## config.mk

```make
export PLATFORM = sky130hd
export DESIGN_NAME = gb_joypad_reg_flat
export DESIGN_NICKNAME = d
export VERILOG_FILES = /design/src/rtl/gb_joypad_pkg.sv /design/src/rtl/gb_joypad_reg_if.sv /design/src/rtl/button_debouncer.sv /design/src/rtl/gb_joypad_reg.sv /design/src/flat_wrapper.sv
export SDC_FILE = /design/constraint.sdc
export NUM_CORES = 1
export LEC_CHECK = 0
export CORE_MARGIN = 4
export CORE_UTILIZATION = 35
export CTS_CLUSTER_SIZE = 12
export DETAILED_ROUTE_END_ITERATION = 12
export PLACE_DENSITY = 0.55
export SLEW_MARGIN = 30
export SYNTH_ARGS = -nofsm -noshare
export SYNTH_HDL_FRONTEND = slang
export SYNTH_SLANG_ARGS = --single-unit
export TNS_END_PERCENT = 5
```

## constraint.sdc

```tcl
create_clock -name I_CLK -period 3.9 [get_ports I_CLK]
set_input_delay 0.585 -clock I_CLK [delete_from_list [all_inputs] [get_ports I_CLK]]
set_output_delay 0.585 -clock I_CLK [all_outputs]
set_load 0.02 [all_outputs]
```

## src/rtl/gb_joypad_pkg.sv

```systemverilog
// Shared constants for the Game Boy P1 joypad register block:
// button bit positions, bus address, reset value and the matrix helper.
package gb_joypad_pkg;

  // Bit positions within the 8-bit button vector (1 = pressed)
  localparam int BTN_A      = 0;
  localparam int BTN_B      = 1;
  localparam int BTN_SELECT = 2;
  localparam int BTN_START  = 3;
  localparam int BTN_UP     = 4;
  localparam int BTN_DOWN   = 5;
  localparam int BTN_LEFT   = 6;
  localparam int BTN_RIGHT  = 7;

  localparam logic [15:0] P1_ADDR_DEFAULT = 16'hFF00;
  localparam logic [7:0]  P1_RESET_VALUE  = 8'hCF;
  localparam logic [1:0]  P1_UNUSED_BITS  = 2'b11;

  // Active-low key matrix: a select line that is high deselects its group,
  // so a deselected group contributes all-ones to the AND.
  function automatic logic [3:0] p1_nibble(input logic [1:0] sel,
                                           input logic [3:0] dir,
                                           input logic [3:0] btn);
    return (sel[0] ? 4'hF : dir) & (sel[1] ? 4'hF : btn);
  endfunction

endpackage

```

## src/rtl/gb_joypad_reg_if.sv

```systemverilog
// CPU bus interface for the P1 register: address, write strobe and data
// from the CPU side, combinational read data and address hit back.
interface gb_joypad_reg_if;
  logic [15:0] I_ADDR;
  logic        I_WR_EN;
  logic [7:0]  I_WR_DATA;
  logic [7:0]  O_RD_DATA;
  logic        O_RD_HIT;

  modport master (output I_ADDR, I_WR_EN, I_WR_DATA,
                  input  O_RD_DATA, O_RD_HIT);
  modport slave  (input  I_ADDR, I_WR_EN, I_WR_DATA,
                  output O_RD_DATA, O_RD_HIT);
endinterface

```

## src/rtl/button_debouncer.sv

```systemverilog
// Two-flop synchroniser followed by a whole-vector debouncer: a new vector
// is committed only after it has been seen unchanged for DEBOUNCE_CYCLES
// consecutive cycles. The 16-bit counter saturates instead of wrapping.
module button_debouncer #(
  parameter int WIDTH           = 8,
  parameter int DEBOUNCE_CYCLES = 4096
) (
  input  logic             clk,
  input  logic             rst_n,
  input  logic [WIDTH-1:0] din,
  output logic [WIDTH-1:0] dout
);

  localparam logic [15:0] LAST_COUNT = 16'(DEBOUNCE_CYCLES - 1);

  logic [WIDTH-1:0] s1;
  logic [WIDTH-1:0] s2;
  logic [WIDTH-1:0] candidate;
  logic [15:0]      count;

  // Synchronise, track the candidate vector and commit it once stable
  always_ff @(posedge clk or negedge rst_n) begin
    if (!rst_n) begin
      s1        <= '0;
      s2        <= '0;
      candidate <= '0;
      count     <= '0;
      dout      <= '0;
    end else begin
      // NOTE: non-blocking assignments make s2 take the old s1, giving a true two-stage chain.
      s1 <= din;
      s2 <= s1;
      if (s2 != candidate) begin
        candidate <= s2;
        count     <= '0;
      end else if (count == LAST_COUNT) begin
        dout <= candidate;
      end else begin
        count <= count + 16'd1;
      end
    end
  end

endmodule

```

## src/rtl/gb_joypad_reg.sv

```systemverilog
// Game Boy P1 (FF00) joypad register fed by a debounced NES button vector.
// Optional: define JOYPAD_SOCD_FILTER_EN to cancel opposing directions
// (Up+Down, Left+Right) before they reach the key matrix.
module gb_joypad_reg
  import gb_joypad_pkg::*;
#(
  parameter int          DEBOUNCE_CYCLES = 4096,
  parameter logic [15:0] P1_ADDR         = P1_ADDR_DEFAULT
) (
  input  logic               I_CLK,
  input  logic               I_RESET_N,
  input  logic [7:0]         I_BUTTONS,
  gb_joypad_reg_if.slave     bus,
  output logic               O_INT_REQ
);

  logic [7:0] stable;
  logic [7:0] filt;
  logic [3:0] dir;
  logic [3:0] btn;
  logic [3:0] nibble;
  logic [3:0] prev_nibble;
  logic [1:0] sel;
  logic       wr_data_unused;

  button_debouncer #(
    .WIDTH          (8),
    .DEBOUNCE_CYCLES(DEBOUNCE_CYCLES)
  ) u_debouncer (
    .clk  (I_CLK),
    .rst_n(I_RESET_N),
    .din  (I_BUTTONS),
    .dout (stable)
  );

  // Optional cancellation of physically impossible direction pairs
  always_comb begin
    // NOTE: default assignment first so every path drives filt and no latch is inferred.
    filt = stable;
`ifdef JOYPAD_SOCD_FILTER_EN
    if (stable[BTN_UP] && stable[BTN_DOWN]) begin
      filt[BTN_UP]   = 1'b0;
      filt[BTN_DOWN] = 1'b0;
    end
    if (stable[BTN_LEFT] && stable[BTN_RIGHT]) begin
      filt[BTN_LEFT]  = 1'b0;
      filt[BTN_RIGHT] = 1'b0;
    end
`else
    // Opposing directions pass through unchanged
`endif
  end

  assign dir    = ~{filt[BTN_DOWN], filt[BTN_UP], filt[BTN_LEFT], filt[BTN_RIGHT]};
  assign btn    = ~{filt[BTN_START], filt[BTN_SELECT], filt[BTN_B], filt[BTN_A]};
  assign nibble = p1_nibble(sel, dir, btn);

  assign bus.O_RD_HIT  = (bus.I_ADDR == P1_ADDR);
  assign bus.O_RD_DATA = {P1_UNUSED_BITS, sel, nibble};

  // Only P15/P14 are writable; the other data bits are discarded
  assign wr_data_unused = ^{bus.I_WR_DATA[7:6], bus.I_WR_DATA[3:0]};

  // CPU write of the select lines
  always_ff @(posedge I_CLK or negedge I_RESET_N) begin
    if (!I_RESET_N) begin
      sel <= 2'b00;
    end else if (bus.I_WR_EN && bus.O_RD_HIT) begin
      sel <= bus.I_WR_DATA[5:4];
    end
  end

  // Interrupt pulse on any high-to-low transition of P10..P13
  always_ff @(posedge I_CLK or negedge I_RESET_N) begin
    if (!I_RESET_N) begin
      prev_nibble <= 4'hF;
      O_INT_REQ   <= 1'b0;
    end else begin
      prev_nibble <= nibble;
      O_INT_REQ   <= |(prev_nibble & ~nibble);
    end
  end

endmodule

```

## src/flat_wrapper.sv

```systemverilog
// flat-port wrapper written by rule: the top's interface ports become plain ports
module gb_joypad_reg_flat import gb_joypad_pkg::*;
#(
  parameter int          DEBOUNCE_CYCLES = 4096,
  parameter logic [15:0] P1_ADDR         = P1_ADDR_DEFAULT
)
  (I_CLK, I_RESET_N, I_BUTTONS, O_INT_REQ, bus_I_ADDR, bus_I_WR_EN, bus_I_WR_DATA, bus_O_RD_DATA, bus_O_RD_HIT);
  gb_joypad_reg_if bus_i ();
  input  logic I_CLK;
  input  logic I_RESET_N;
  input  logic [7:0] I_BUTTONS;
  output logic O_INT_REQ;
  input wire logic [$bits(bus_i.I_ADDR)-1:0] bus_I_ADDR;
  input wire logic [$bits(bus_i.I_WR_EN)-1:0] bus_I_WR_EN;
  input wire logic [$bits(bus_i.I_WR_DATA)-1:0] bus_I_WR_DATA;
  output wire logic [$bits(bus_i.O_RD_DATA)-1:0] bus_O_RD_DATA;
  output wire logic [$bits(bus_i.O_RD_HIT)-1:0] bus_O_RD_HIT;
  assign bus_i.I_ADDR = bus_I_ADDR;
  assign bus_i.I_WR_EN = bus_I_WR_EN;
  assign bus_i.I_WR_DATA = bus_I_WR_DATA;
  assign bus_O_RD_DATA = bus_i.O_RD_DATA;
  assign bus_O_RD_HIT = bus_i.O_RD_HIT;
  gb_joypad_reg #(.DEBOUNCE_CYCLES(DEBOUNCE_CYCLES), .P1_ADDR(P1_ADDR)) u_core (.I_CLK(I_CLK), .I_RESET_N(I_RESET_N), .I_BUTTONS(I_BUTTONS), .bus(bus_i), .O_INT_REQ(O_INT_REQ));
endmodule
```

==> results.yml <==
floorplan:
  die_h_um: 87.86
  ioPinCount: 45
  initial_core_util: 0.3683
  std_cell_rows: 28
  die-area_um2: 7719
  die_x_um: 87.86
  core_area_um2: 6061
detailed_routing:
  avgViaCountPerCell: 5.055
  wl_per_cell_um: 13.96
  dr.first_iter.drc_count: 71
  vias: 1461
  drc: 0
  drt_pre_antenna_iters: 4
  drt.antenna.violating_nets: 0
  drt-total-wl_mm: 4.033
clocking:
  root_buffer: "clkbuf_8"
  clkSinkCount: 55
  holdBufCountCts: 0
  path_clk_slew_ns: 0.10
  cts_setup_buffers: 0
  htree_num_levels: 2
  cts_resized: 0
  cts_max_path_buffers: 2
  cts_tree: "built"
  clock_latency_ns: 0.31
  cts_buffers: 5
power_and_ir_drop:
  finalPower_uw: 972.5
  power_leakage_nw: 1.148
  peakVddDrop_uv: 207.8
  p_per_area_nw_per_um2: 354.8
worst_setup_path:
  cpMaxStageDelayCell: "clkdlybuf4s50_1"
  cp-start-kind: "input pin"
  cp-end-kind: "output port"
  path_max_fanout: 2
  crit_buf_inv: 2
  slowest_delay_ns: 0.65
  cp_cell_sequence: "clkdlybuf4s50_1 > or4_4 > nor4_4 > clkdlybuf4s50_1"
  required_ns: 3.31
  crit_top_cell: "clkdlybuf4s50_1"
  worstSetupPathType: "input pin to output port"
  arrival_ns: 2.48
  critical-path-top-delay-family: "buffers and inverters"
cells_and_area:
  fin_util: 0.4523
  final_cells: 289
  areaGrowthSynthToFinish_pct: 22.81
  diodes: 0
  drive_gt1_frac: 0.1636
  final_area_um2: 2741
  nNetsFinal: 249
  seqCellArea_um2: 1381
  multiInputGateArea_um2: 783.3
  fill_cells: 557
placement:
  place_area_um2: 2644
  dp_cells: 281
  routabilityCongestion: 0.7697
  dp_slack_ns: 0.8329
  io_buffers: 36
  dpl.hpwl_mm: 3.019
yosys:
  synth_seq_cells: 55
  synth-seq-area-share: 0.6188
  syn_avg_cell_area_um2: 12.47
  syn_inst: 179
  synth.distinct_cells: 38
  synth_area_um2: 2232
  yosysWarnings: 0
sta:
  hold_viol: 0
  slew_viol_final: 0
  rsz0062_at_grt: "false"
  max_freq_mhz: 326.8
  setup_slack_ns: 0.8397
  timing.setup.tns_ns: 0
  tightest_slew_ns: 0.7134
  whs_ns: 0.2588
  finalSetupViolCount: 0
  finClkSkew_ns: 0.006695
  finalCriticalPeriod_ns: 3.060
  fin_crit_sh: 0.7847
  slew-limit-headroom: 0.5200
grt:
  first_global_vias: 1494
  grt_max_degree: 30
  gr-total-overflow: 0
  track_usage: 0.1204
  grt_pass1_wl_mm: 7.155
  antenna_found_initial: 0
run_status:
  status: "complete, no violations"
run:
  drv_cap: 0
hold_path:
  min_path_type: "input pin to async pin"
cell type report:
type / count / share of cell area
Inverter: 6 / 0.008215
Timing Repair Buffer: 37 / 0.1324
Sequential cell: 55 / 0.5039
Clock inverter: 3 / 0.01050
Multi-Input combinational cell: 108 / 0.2857
Clock buffer: 5 / 0.02510
Tap cell: 75 / 0.03423
cells in the final DEF (no fill, tap or decap), drive strengths merged, types with 4 or more instances in the layout:
master	instances
nand3	6
dfstp	4
clkdlybuf4s50	35
inv	9
nor2	7
nand2	7
clkbuf	5
nand4	8
dfrtp	51
or3	7
xnor2	4
a21oi	9
xor2	9
nor4	7
a22oi	4
o21ai	7
mux2	10
worst paths after layout:
path | end | slack (ns) | startpoint | cells after the start
max | bus_O_RD_HIT | 0.84 | bus_I_ADDR[1] | 4
min | u_core.u_debouncer.s1[1]$_DFF_PN0_ | 0.26 | I_RESET_N | 1
max reg2reg | u_core.u_debouncer.dout[5]$_DFFE_PN0P_ | 1.93 | u_core.u_debouncer.count[0]$_DFFE_PN0P_ | 5
min reg2reg | u_core.u_debouncer.s2[1]$_DFF_PN0_ | 0.36 | u_core.u_debouncer.s1[1]$_DFF_PN0_ | 0
max in group asynchronous | u_core.prev_nibble[1]$_DFF_PN1_ | 2.81 | I_RESET_N | 2
min in group I_CLK | u_core.u_debouncer.s2[1]$_DFF_PN0_ | 0.36 | u_core.u_debouncer.s1[1]$_DFF_PN0_ | 0
synthesized netlist by cell type:
cell / instances / area share
a21oi_1: 9 / 0.020
dfrtp_1: 51 / 0.57
mux2_1: 2 / 0.010
nor4_4: 2 / 0.019
mux2_2: 8 / 0.040
or4_1: 1 / 0.0034
or4_4: 2 / 0.010
a211oi_1: 2 / 0.0067
nor2_2: 1 / 0.0028
xnor2_1: 4 / 0.016
buf_4: 2 / 0.0067
and4_1: 2 / 0.0078
xor2_1: 9 / 0.035
nor2_1: 6 / 0.010
o211ai_1: 1 / 0.0034
nand4_2: 2 / 0.011
nand4_1: 6 / 0.017
inv_1: 6 / 0.010
and3_1: 3 / 0.0084
ha_1: 1 / 0.0056
nand2_1: 7 / 0.012
clkbuf_1: 9 / 0.015
a2111oi_0: 1 / 0.0039
nor3_1: 2 / 0.0045
o21ai_0: 7 / 0.016
a31o_2: 1 / 0.0039
or3_2: 3 / 0.010
o22a_1: 1 / 0.0039
a22oi_1: 4 / 0.013
nand2b_1: 1 / 0.0028
or2_2: 1 / 0.0028
nand3_1: 6 / 0.013
mux2i_1: 1 / 0.0045
nor3_2: 1 / 0.0045
dfstp_2: 4 / 0.047
nor4_1: 5 / 0.014
or3_1: 4 / 0.011
conb_1: 1 / 0.0017
per-layer routing:
metal,part of all wire,global-route usage,up-vias
li1,-,-,705
met1,0.43,0.1442,730
met2,0.51,0.2048,21
met3,0.039,0.03198,5
met4,0.015,0.05021,0
met5,0,0,-
worst register-to-register path: stages, from the launching register on:
cell	delay, ns
dfrtp_1	0.42
ha_1	0.28
nand3_1	0.25
nor3_2	0.27
nand4_2	0.28
mux2_2	0.37
cells by family (layout without fill, tap and decap cells):
family	Yosys count	in the layout	synth area share
other cells	1	2	0.001680
fa+ha+maj	1	1	0.005604
flops	55	55	0.6188
mux	11	11	0.05493
buf+inv	17	51	0.03195
xor+xnor	13	13	0.05101
compound gates	26	26	0.07119
simple gates	55	55	0.1648
flip-flops by register name (all words and copies together), names as in the netlist:
| signal | flops |
|---|---|
| u_core.sel | 2 |
| u_core.u_debouncer.dout | 8 |
| u_core.u_debouncer.candidate | 8 |
| u_core.prev_nibble | 4 |
| u_core.O_INT_REQ | 1 |
| u_core.u_debouncer.count | 16 |
| u_core.u_debouncer.s1 | 8 |
| u_core.u_debouncer.s2 | 8 |
power breakdown:
part / switching, mW / internal [mW] / leakage [nW] / total, mW
clock: 0.198 / 0.136 / 0.0511 / 0.334
combinational: 0.0200 / 0.0290 / 0.397 / 0.0490
sequential: 0.00662 / 0.583 / 0.699 / 0.589
total: 0.225 / 0.748 / 1.15 / 0.973
Note: power is estimated with default switching activity, not from simulation.
